## src/rtl/dla_tile_sched.sv

```systemverilog
// dla_tile_sched: ownership tracker for the ping-pong IFM banks. It accepts fills over config
// writes, dispatches compute jobs to the engine, counts tiles and raises a completion interrupt.
module dla_tile_sched #(
  parameter int TILE_W = 16
) (
  input  logic        clk,
  input  logic        rst_n,
  input  logic [2:0]  cfg_w_en,
  input  logic [31:0] cfg_w_data,
  input  logic        comp_done,
  output logic        fill_ready,
  output logic        fill_buf,
  output logic        comp_start,
  output logic        comp_buf,
  output logic        busy,
  output logic        dla_idle,
  output logic        irq,
  output logic [31:0] status
);

  localparam logic [1:0] ST_IDLE = 2'd0;
  localparam logic [1:0] ST_RUN  = 2'd1;
  localparam logic [1:0] ST_DONE = 2'd2;

  localparam logic [1:0] BK_EMPTY = 2'd0;
  localparam logic [1:0] BK_FULL  = 2'd1;
  localparam logic [1:0] BK_COMP  = 2'd2;

  logic [1:0]        state;
  logic [1:0][1:0]   bank;
  logic              fill_ptr;
  logic              comp_ptr;
  logic [TILE_W-1:0] tiles_filled;
  logic [TILE_W-1:0] tiles_done;
  logic [TILE_W-1:0] tile_num;
  logic              irq_en;
  logic              err;
  logic              comp_start_q;
  logic              comp_buf_q;

  logic              ctrl_wr;
  logic              start_wr;
  logic              irq_clr;
  logic              abort_wr;
  logic              tiles_wr;
  logic              fill_wr;
  logic              fill_ok;
  logic              comp_active;
  logic              done_ok;
  logic              last_tile;
  logic              disp_ptr;
  logic              dispatch;
  logic [TILE_W-1:0] tiles_done_inc;
  logic              unused_data;

  assign ctrl_wr  = cfg_w_en[0];
  assign start_wr = ctrl_wr & cfg_w_data[0];
  assign irq_clr  = ctrl_wr & cfg_w_data[2];
  assign abort_wr = ctrl_wr & cfg_w_data[3];
  assign tiles_wr = cfg_w_en[1];
  assign fill_wr  = cfg_w_en[2] & cfg_w_data[0];
  assign unused_data = ^cfg_w_data[31:TILE_W];

  assign fill_ok        = (state == ST_RUN) && (bank[fill_ptr] == BK_EMPTY) && (tiles_filled < tile_num);
  assign comp_active    = (bank[0] == BK_COMP) || (bank[1] == BK_COMP);
  assign done_ok        = comp_done && comp_active;
  assign tiles_done_inc = tiles_done + TILE_W'(1);
  assign last_tile      = done_ok && (tiles_done_inc == tile_num);

  // The job in flight always lives in bank[comp_ptr]; a finishing job hands dispatch to the other bank
  // on the same edge, using the pre-edge bank state so a freshly filled bank waits one cycle.
  assign disp_ptr = done_ok ? ~comp_ptr : comp_ptr;
  assign dispatch = (state == ST_RUN) && !last_tile && (!comp_active || done_ok) &&
                    (bank[disp_ptr] == BK_FULL);

  always_ff @(posedge clk or negedge rst_n) begin
    if (!rst_n) begin
      state        <= ST_IDLE;
      bank         <= {BK_EMPTY, BK_EMPTY};
      fill_ptr     <= 1'b0;
      comp_ptr     <= 1'b0;
      tiles_filled <= '0;
      tiles_done   <= '0;
      tile_num     <= '0;
      irq_en       <= 1'b0;
      err          <= 1'b0;
      comp_start_q <= 1'b0;
      comp_buf_q   <= 1'b0;
    end else begin
      comp_start_q <= 1'b0;
      if (ctrl_wr) irq_en <= cfg_w_data[1];
      if (tiles_wr && state != ST_RUN) tile_num <= cfg_w_data[TILE_W-1:0];

      if (abort_wr) begin
        // Counters are kept so software can read back how far the job got.
        state    <= ST_IDLE;
        bank     <= {BK_EMPTY, BK_EMPTY};
        fill_ptr <= 1'b0;
        comp_ptr <= 1'b0;
      end else if (start_wr && state != ST_RUN) begin
        state        <= (tile_num != '0) ? ST_RUN : ST_DONE;
        bank         <= {BK_EMPTY, BK_EMPTY};
        fill_ptr     <= 1'b0;
        comp_ptr     <= 1'b0;
        tiles_filled <= '0;
        tiles_done   <= '0;
        err          <= 1'b0;
      end else begin
        if (state == ST_DONE && irq_clr) state <= ST_IDLE;

        if (fill_wr) begin
          if (fill_ok) begin
            bank[fill_ptr] <= BK_FULL;
            fill_ptr       <= ~fill_ptr;
            tiles_filled   <= tiles_filled + TILE_W'(1);
          end else begin
            err <= 1'b1;
          end
        end

        if (comp_done) begin
          if (comp_active) begin
            bank[comp_ptr] <= BK_EMPTY;
            comp_ptr       <= ~comp_ptr;
            tiles_done     <= tiles_done_inc;
            if (last_tile) state <= ST_DONE;
          end else begin
            err <= 1'b1;
          end
        end

        if (dispatch) begin
          comp_start_q   <= 1'b1;
          comp_buf_q     <= disp_ptr;
          bank[disp_ptr] <= BK_COMP;
        end
      end
    end
  end

  assign fill_ready = fill_ok;
  assign fill_buf   = fill_ptr;
  assign comp_start = comp_start_q;
  assign comp_buf   = comp_buf_q;
  assign busy       = (state == ST_RUN);
  assign dla_idle   = ~busy;
  assign irq        = (state == ST_DONE) && irq_en;
  assign status     = {16'(tiles_done), 12'b0, err, irq, (state == ST_DONE), busy};

endmodule

```

## config.mk

```make
export PLATFORM = sky130hd
export DESIGN_NAME = dla_tile_sched
export DESIGN_NICKNAME = d
export VERILOG_FILES = /design/src/rtl/dla_tile_sched.sv
export SDC_FILE = /design/constraint.sdc
export NUM_CORES = 1
export LEC_CHECK = 0
export CORE_MARGIN = 2
export CORE_UTILIZATION = 50
export CTS_CLUSTER_DIAMETER = 30
export DETAILED_ROUTE_END_ITERATION = 10
export PLACE_DENSITY = 0.78
export SYNTH_ARGS = -nofsm -noshare
export SYNTH_HDL_FRONTEND = slang
export SYNTH_SLANG_ARGS = --single-unit
```

## constraint.sdc

```tcl
create_clock -name clk -period 4.4 [get_ports clk]
set_input_delay 0.66 -clock clk [delete_from_list [all_inputs] [get_ports clk]]
set_output_delay 0.66 -clock clk [all_outputs]
set_load 0.1 [all_outputs]
```

== After elaboration in Yosys (flattened, before gate mapping) ==
Cells that the tools add are included.
Cells by class
  $add $sub $neg: 2
  magnitude comparators: 7
  eq/ne operators: 7
  muxes and demuxes: 51
  bitwise logic cells: 17
  reductions and logical operators: 33
Operators with widths (count)
  $mux 16: 6
  $mux 4: 11
  $add 16x1->16 const B: 2
  $mux 2: 14
  $mux 1: 17
  $eq 16x16->1: 1
  $lt 16x16->1: 1
  $reduce_bool 16->1: 1
  $logic_and 1x1->1: 14
  $reduce_bool 3->1: 4
  $reduce_and 3->1: 3
  $reduce_bool 2->1: 4
  $demux 2 s1: 3
  $eq 2x2->1 const B: 3
  $lt 1x2->1 const B: 3
  $not 1->1: 5
  $and 1x1->1: 4
  $and 2x2->2: 2
  $and 4x4->4: 1
  $eq 2x1->1 const B: 2
  $not 2->2: 2
  $not 4->4: 1
  $or 2x2->2: 2
  $reduce_and 2->1: 2
  5 further kinds: 9
Word-level totals
  flip-flop bits (word level): 60
  output and inout bits: 39

== Longest topological paths before layout ==
Gate-level depths: netlist (run 1).
  depth after elaboration: 19
  mapped depth: 11
  mapped depth without buffers: 10

== Worst setup path before layout (run 1) ==
Ideal clock, no wire load.
  kind: flip-flop to output port
  from: register state[0]
  to: output status[2]
  arrival time: 3.124 ns
  setup slack: 0.616 ns
  cell stages (with the launch flop): 4
  path buffers: 1
  cells stage by stage: dfrtp_1 nor2b_1 and2_1 buf_4
On the way
  cells in the longest elaborated chain, start to end: 2
Ends and longest elaborated chain
  from (decl): line 29  | logic [1:0] state;
  from (signal assigned): line 101  | state <= (tile_num != '0) ? ST_RUN : ST_DONE;
  $eq 2x2->1
  net status[1]: line 18  | output logic [31:0] status
  $logic_and 1x1->1: line 147  | assign irq = (state == ST_DONE) && irq_en;
  to (decl): line 18
The timed path passes the listed nets, and every way through them passes these cells.

== Final worst setup path (run 1) ==
  from: register tile_num[9]
  to: output fill_ready
On the way
  cells in the longest elaborated chain, start to end: 2
Ends and longest elaborated chain
  from (decl): line 35  | logic [TILE_W-1:0] tile_num;
  from (signal assigned): line 92  | if (tiles_wr && state != ST_RUN) tile_num <= cfg_w_data[TILE_W-1:0];
  $lt 16x16->1: line 64  | assign fill_ok = (state == ST_RUN) && (bank[fill_ptr] == BK_EMPTY) && (tiles_filled < tile_num);
  $logic_and 1x1->1: line 64
  to (decl): line 11  | output logic fill_ready,
Every way passes these cells.

==> results of run 1 <==
==> metal layers <==
metal	vias up	global-route usage	routed length [um]
li1	1646	-	-
met1	1704	0.305	4110
met2	113	0.384	4620
met3	22	0.0391	443
met4	0	0.0895	213
met5	-	0	0
==> final timing paths <==
check	end	slack (ns)
worst min register to register	tiles_filled[15]$_DFFE_PN0P_	0.50
worst max register to register	tiles_filled[9]$_DFFE_PN0P_	1.41
min in group clk	tiles_filled[15]$_DFFE_PN0P_	0.50
max in group asynchronous	tile_num[11]$_DFFE_PN0P_	3.44
worst min-delay path	bank[1]$_DFF_PN0_	0.47
worst max-delay path	fill_ready	1.22
==> registers in the layout, indices dropped and copies added, names as in the netlist <==
signal / count
comp_start: 1
irq_en: 1
tiles_filled: 16
tile_num: 16
comp_buf: 1
fill_buf: 1
bank: 4
state: 2
comp_ptr: 1
tiles_done: 16
err: 1
==> through the flow <==
step                worst slack, ns  total power [uW]  cells   util
floorplan                     0.616              1270    454      -
global placement               1.50              1420    576  0.578
detailed placement             1.41              1440    576  0.578
CTS                            1.20              1940    592  0.604
global route                   1.06              2040    592  0.604
finish                         1.22              1940    592  0.604
==> logic make-up (layout without fill, tap and decap cells) <==
| logic type | after synthesis | count (layout) | synth area share |
|---|---|---|---|
| and+or+nand+nor | 158 | 158 | 0.213 |
| AOI/OAI and AO/OA | 104 | 104 | 0.164 |
| DFF | 60 | 60 | 0.379 |
| buffers and inverters | 54 | 90 | 0.0677 |
| xor gates and xnor gates | 28 | 28 | 0.0620 |
| muxes | 21 | 21 | 0.0585 |
| adders and majority gates | 17 | 17 | 0.0537 |
| other | 1 | 12 | 0.000948 |
==> worst max-delay path, stage by stage (launching register included) <==
cell and delay [ns]:
dfrtp_1 0.48, inv_1 0.10, ha_1 0.30, a21o_1 0.18
a21o_1 0.17, a21oi_1 0.19, o211ai_1 0.14, a21oi_1 0.26
buf_4 0.35
==> Yosys cell counts, drive strengths merged (2+ instances only) <==
master and count:
o41ai 3, a21oi 24, nand3 15, xor2 15
a211oi 2, nor2b 6, o22ai 3, o21ai 43
nand2 50, o31ai 6, ha 17, dfrtp 60
a2111oi 3, mux2i 4, nor4 10, a22oi 2
nand3b 2, a221oi 2, mux2 17, clkbuf 10
inv 22, o2111ai 2, buf 22, nand4 9
o21a 2, nor2 20, xnor2 13, a21o 4
or3 10, and3 8, nor3 12, and2 5
nand2b 6
==> cell type report <==
type / instances / area [sq um] / area share
Tap cell: 102 / 128 / 0.0275
Inverter: 22 / 82.6 / 0.0178
Multi-Input combinational cell: 340 / 2230 / 0.480
Sequential cell: 60 / 1500 / 0.323
Timing Repair Buffer: 52 / 503 / 0.108
Clock buffer: 10 / 138 / 0.0296
Clock inverter: 6 / 63.8 / 0.0137
==> power by group through the flow <==
stage	clock network, uW	logic, uW	registers (uW)
4_1_cts	513	696	736
6_report	505	694	737
3_3_place_gp	0	678	744
2_1_floorplan	0	452	821
3_5_place_dp	0	694	745
5_1_grt	538	748	751
==> impl_metrics.env, run 1 <==
export IMPL_path_class="flop to output pin"
export IMPL_fin_nets=540
export IMPL_gp_congestion=0.912
export IMPL_seq_area_frac_synth=0.379
export IMPL_fmax_ghz=0.315
export IMPL_final_common_cell="dfrtp_1"
export IMPL_die_area_sq_mm=0.00864
export IMPL_drive_gt1_frac=0.110
export IMPL_insertedDiodeCount=0
export IMPL_synthTopCellsByArea="dfrtp_1 (38%), ha_1 (5.4%), mux2_2 (4.8%), o21ai_0 (4.8%), nand2_1 (4.6%)"
export IMPL_numCtsBuffers=9
export IMPL_fin_tns_setup_ns=0
export IMPL_rows=32
export IMPL_worst_pin_slew_ns=1.20
export IMPL_setup_worst_path_end_class="output pin"
export IMPL_hold_violations=0
export IMPL_p_sw_frac=0.421
export IMPL_ys_seq_elements=60
export IMPL_cts_tree="yes"
export IMPL_power_density_mw_per_mm2=417
export IMPL_drc=0
export IMPL_worstPathArrival_ns=2.52
export IMPL_min_period_over_period=0.722
export IMPL_cp_startpoint="tile_num[9]$_DFFE_PN0P_"
export IMPL_synth_top_area_share=0.379
export IMPL_initial_utilization=0.515
export IMPL_drv_slew=0
export IMPL_crit_fanout=6
export IMPL_synth_edff_count=0
export IMPL_cts_hold_buf=0
export IMPL_postLayoutCellArea_sq_mm=0.00465
export IMPL_synth_top_area_cell="dfrtp_1"
export IMPL_htreeDepth=3
export IMPL_maxSlewHeadroom=0.194
export IMPL_ir_worst_vdd_uv=181
export IMPL_cts_root_buf="clkbuf_8"
export IMPL_hold_worst_slack_ns=0.466
export IMPL_r2r_cells=10
export IMPL_netlist_instances=443
export IMPL_cts_sinks=60
export IMPL_core_sq_mm=0.00769
export IMPL_critPathLaunchType="flop"
export IMPL_outcome="finished, final reports clean"
export IMPL_yosys_warnings=0
export IMPL_ios=77
export IMPL_clock_latency_ns=0.34
export IMPL_avgSynthCellArea_sq_um=8.93
export IMPL_synth_async_reset_ratio=1.00
export IMPL_layout_common_cells="dfrtp_1 (60), nand2_1 (49), clkdlybuf4s50_1 (46)"
export IMPL_period_needed_ns=3.18
export IMPL_ys_types=59
export IMPL_switchingPower_uw=814
export IMPL_min_path_type="input port to asynchronous set/reset pin"
export IMPL_post_dp_cell_area_sq_mm=0.00444
export IMPL_port_buffers=48
export IMPL_pwr_share_seq=0.381
export IMPL_overflow=0
export IMPL_fill_cells=686
export IMPL_viasPerCell=5.89
export IMPL_clk_pin_slew_worst_paths_ns=0.07
export IMPL_drt_first_iter_violations=174
export IMPL_hpwl_um=6930
export IMPL_cts_max_path_buffers=2
export IMPL_grt_util_all_layers=0.232
export IMPL_postRouteAntennaNets=0
export IMPL_die_h_um=93.0
export IMPL_grt_max_degree=61
export IMPL_maxCapViolCount=0
export IMPL_wl_per_cell_um=15.9
export IMPL_dr_total_vias=3485
export IMPL_antenna_found_initial=0
export IMPL_internal_power_uw=1120
export IMPL_drt_pass1_iterations=6
export IMPL_rsz0062_at_grt="false"
export IMPL_power_frac_clock=0.261
export IMPL_syn_area_sq_mm=0.00396
export IMPL_worstPathRequired_ns=3.74
export IMPL_p_comb_frac=0.358
export IMPL_grt_pass1_vias=3332
export IMPL_die_x_um=93.0
export IMPL_synth_main_ff_cell="dfrtp_1"
export IMPL_cts_setup_buffers=0
export IMPL_p_leak_uw=0.00195
export IMPL_drt_total_wl_um=9390
export IMPL_skew_ns=0.00838
export IMPL_syn2layout_area_growth_pct=17.4
export IMPL_post_cts_resized=0
export IMPL_grt_pass1_wl_um=15900
export IMPL_r2r_start="tile_num[9]$_DFFE_PN0P_"
export IMPL_final_setup_viol_count=0
Power figures use the tool's default switching activity.
==> run 2, diff against run 1 <==
--- a/config.mk
+++ b/config.mk
@@ -6,10 +6,10 @@
 export NUM_CORES = 1
 export LEC_CHECK = 0
 export CORE_MARGIN = 2
-export CORE_UTILIZATION = 50
+export CORE_UTILIZATION = 48
 export CTS_CLUSTER_DIAMETER = 30
 export DETAILED_ROUTE_END_ITERATION = 10
-export PLACE_DENSITY = 0.78
+export PLACE_DENSITY = 0.79
 export SYNTH_ARGS = -nofsm -noshare
 export SYNTH_HDL_FRONTEND = slang
 export SYNTH_SLANG_ARGS = --single-unit
==> constraint.sdc (replaced) <==
create_clock -name clk -period 2.65 [get_ports clk]
set_input_delay 0.3975 -clock clk [delete_from_list [all_inputs] [get_ports clk]]
set_output_delay 0.3975 -clock clk [all_outputs]
set_load 0.1 [all_outputs]
==> run 2 against run 1 <==
Effect of this change:
- worst hold slack better by 0.025 ns
- final area grew 11%
- clock power is 72% higher
- core utilization rose by 3.0 points
- combinational power increased by 100%
- critical path depth stayed put
- cell count up 8.8%
- flip-flop and latch count unchanged
- worst setup slack got worse by 1.2 ns
- largest cell class unchanged
==> impl_metrics.env, run 2 (same netlist as run 1, synthesis figures left out) <==
export IMPL_antenna_found_initial=0
export IMPL_setup_worst_path_end_class="output pin"
export IMPL_core_sq_mm=0.00809
export IMPL_dr_total_vias=3645
export IMPL_drt_first_iter_violations=173
export IMPL_syn2layout_area_growth_pct=29.8
export IMPL_wl_per_cell_um=16.4
export IMPL_viasPerCell=5.66
export IMPL_period_needed_ns=2.59
export IMPL_insertedDiodeCount=0
export IMPL_worst_pin_slew_ns=0.726
export IMPL_layout_common_cells="buf_4 (77), nand2_1 (48), dfrtp_1 (48)"
export IMPL_port_buffers=48
export IMPL_maxSlewHeadroom=0.515
export IMPL_skew_ns=0.00833
export IMPL_drt_pass1_iterations=5
export IMPL_critPathLaunchType="flop"
export IMPL_grt_util_all_layers=0.243
export IMPL_final_setup_viol_count=0
export IMPL_outcome="finished, final reports clean"
export IMPL_drv_slew=0
export IMPL_cts_tree="yes"
export IMPL_grt_pass1_vias=3458
export IMPL_fmax_ghz=0.386
export IMPL_drive_gt1_frac=0.301
export IMPL_ir_worst_vdd_uv=267
export IMPL_overflow=0
export IMPL_initial_utilization=0.489
export IMPL_die_x_um=94.8
export IMPL_die_h_um=94.8
export IMPL_p_leak_uw=0.00222
export IMPL_grt_max_degree=27
export IMPL_cts_root_buf="clkbuf_8"
export IMPL_drc=0
export IMPL_min_period_over_period=0.978
export IMPL_die_area_sq_mm=0.00899
export IMPL_power_density_mw_per_mm2=672
export IMPL_reg_top3="tile_num: 16 flops, tiles_done: 16 flops, tiles_filled: 16 flops"
export IMPL_hold_violations=0
export IMPL_gp_congestion=0.954
export IMPL_clk_pin_slew_worst_paths_ns=0.07
export IMPL_htreeDepth=3
export IMPL_final_cells=644
export IMPL_cts_max_path_buffers=2
export IMPL_post_route_util=0.635
export IMPL_min_path_type="flop to flop"
export IMPL_rsz0062_at_grt="true"
export IMPL_hpwl_um=7710
export IMPL_ios=77
export IMPL_path_class="flop to output pin"
export IMPL_rows=33
export IMPL_fin_nets=589
export IMPL_crit_fanout=5
export IMPL_place_inst=622
export IMPL_cts_sinks=60
export IMPL_worstPathArrival_ns=2.20
export IMPL_postRouteAntennaNets=0
export IMPL_clock_latency_ns=0.35
export IMPL_final_common_cell="buf_4"
export IMPL_maxCapViolCount=0
export IMPL_drt_total_wl_um=10600
export IMPL_grt_pass1_wl_um=16800
export IMPL_numCtsBuffers=9
export IMPL_worstPathRequired_ns=2.25
[run 2: final timing paths]
check / slack, ns / end / from / cells after the start
min in group asynchronous: 0.53 / tiles_done[6]$_DFFE_PN0P_ / rst_n / 2
max in group asynchronous: 1.42 / tile_num[2]$_DFFE_PN0P_ / rst_n / 3
worst min-delay path: 0.49 / tiles_filled[15]$_DFFE_PN0P_ / tiles_filled[15]$_DFFE_PN0P_ / 1
worst min register to register: 0.49 / tiles_filled[15]$_DFFE_PN0P_ / tiles_filled[15]$_DFFE_PN0P_ / 1
worst max-delay path: 0.06 / fill_ready / tiles_filled[13]$_DFFE_PN0P_ / 8
worst max register to register: 0.06 / tiles_filled[13]$_DFFE_PN0P_ / tiles_filled[13]$_DFFE_PN0P_ / 10
[run 2: through the flow]
stage	power [uW]	instance area, sq um	setup slack (ns)	hold WS (ns)	setup TNS, ns
after floorplan	2160	4080	0.00212	0.102	0
after global placement	2510	4780	0.00333	0.367	0
after global routing	3610	5140	-0.0941	0.517	-0.667
after detailed placement	2550	4780	-0.0363	0.371	-0.0468
final	3450	5140	0.0572	0.491	0
after CTS	3430	5050	0.00425	0.487	0
[run 2: where the power goes]
part           internal [uW]  switching (uW)  leakage (uW)
sequential              1040             132      0.000767
combinational            492             918       0.00135
clock                    483             385      0.000102
[run 2: per-layer routing]
| metal | routed length, um | GRT usage | vias to the layer above |
|---|---|---|---|
| met3 | 471 | 0.0423 | 17 |
| met1 | 4540 | 0.304 | 1771 |
| met2 | 5370 | 0.417 | 114 |
| met4 | 177 | 0.0906 | 0 |
| li1 | - | - | 1743 |
| met5 | 0 | 0 | - |
[run 2: critical path: stages, from the launching register on]
cell	delay, ns
dfrtp_1	0.43
ha_1	0.33
a21oi_1	0.13
nor2b_1	0.05
o21ai_0	0.19
o211ai_1	0.18
buf_4	0.18
a21oi_4	0.16
buf_12	0.20
[run 2: repair_timing]
| item | in CTS | in global routing |
|---|---|---|
| endpoints found under the setup margin | 8 | 21 |
| hold buffers | 1 | 0 |
| buffers inserted | 3 | 2 |
| hold endpoints to repair | 6 | 0 |
| resized for setup | 6 | 17 |
| pin swaps | 6 | 8 |
[run 2: area by class of cell]
class / count / area [sq um]
repair buffers: 101 / 825
clock inverters: 4 / 47.5
inverters: 22 / 86.3
flip-flops and latches: 60 / 1530
fillers: 658 / 2960
multi-input cells: 340 / 2360
well taps: 105 / 131
clock buffers: 12 / 155
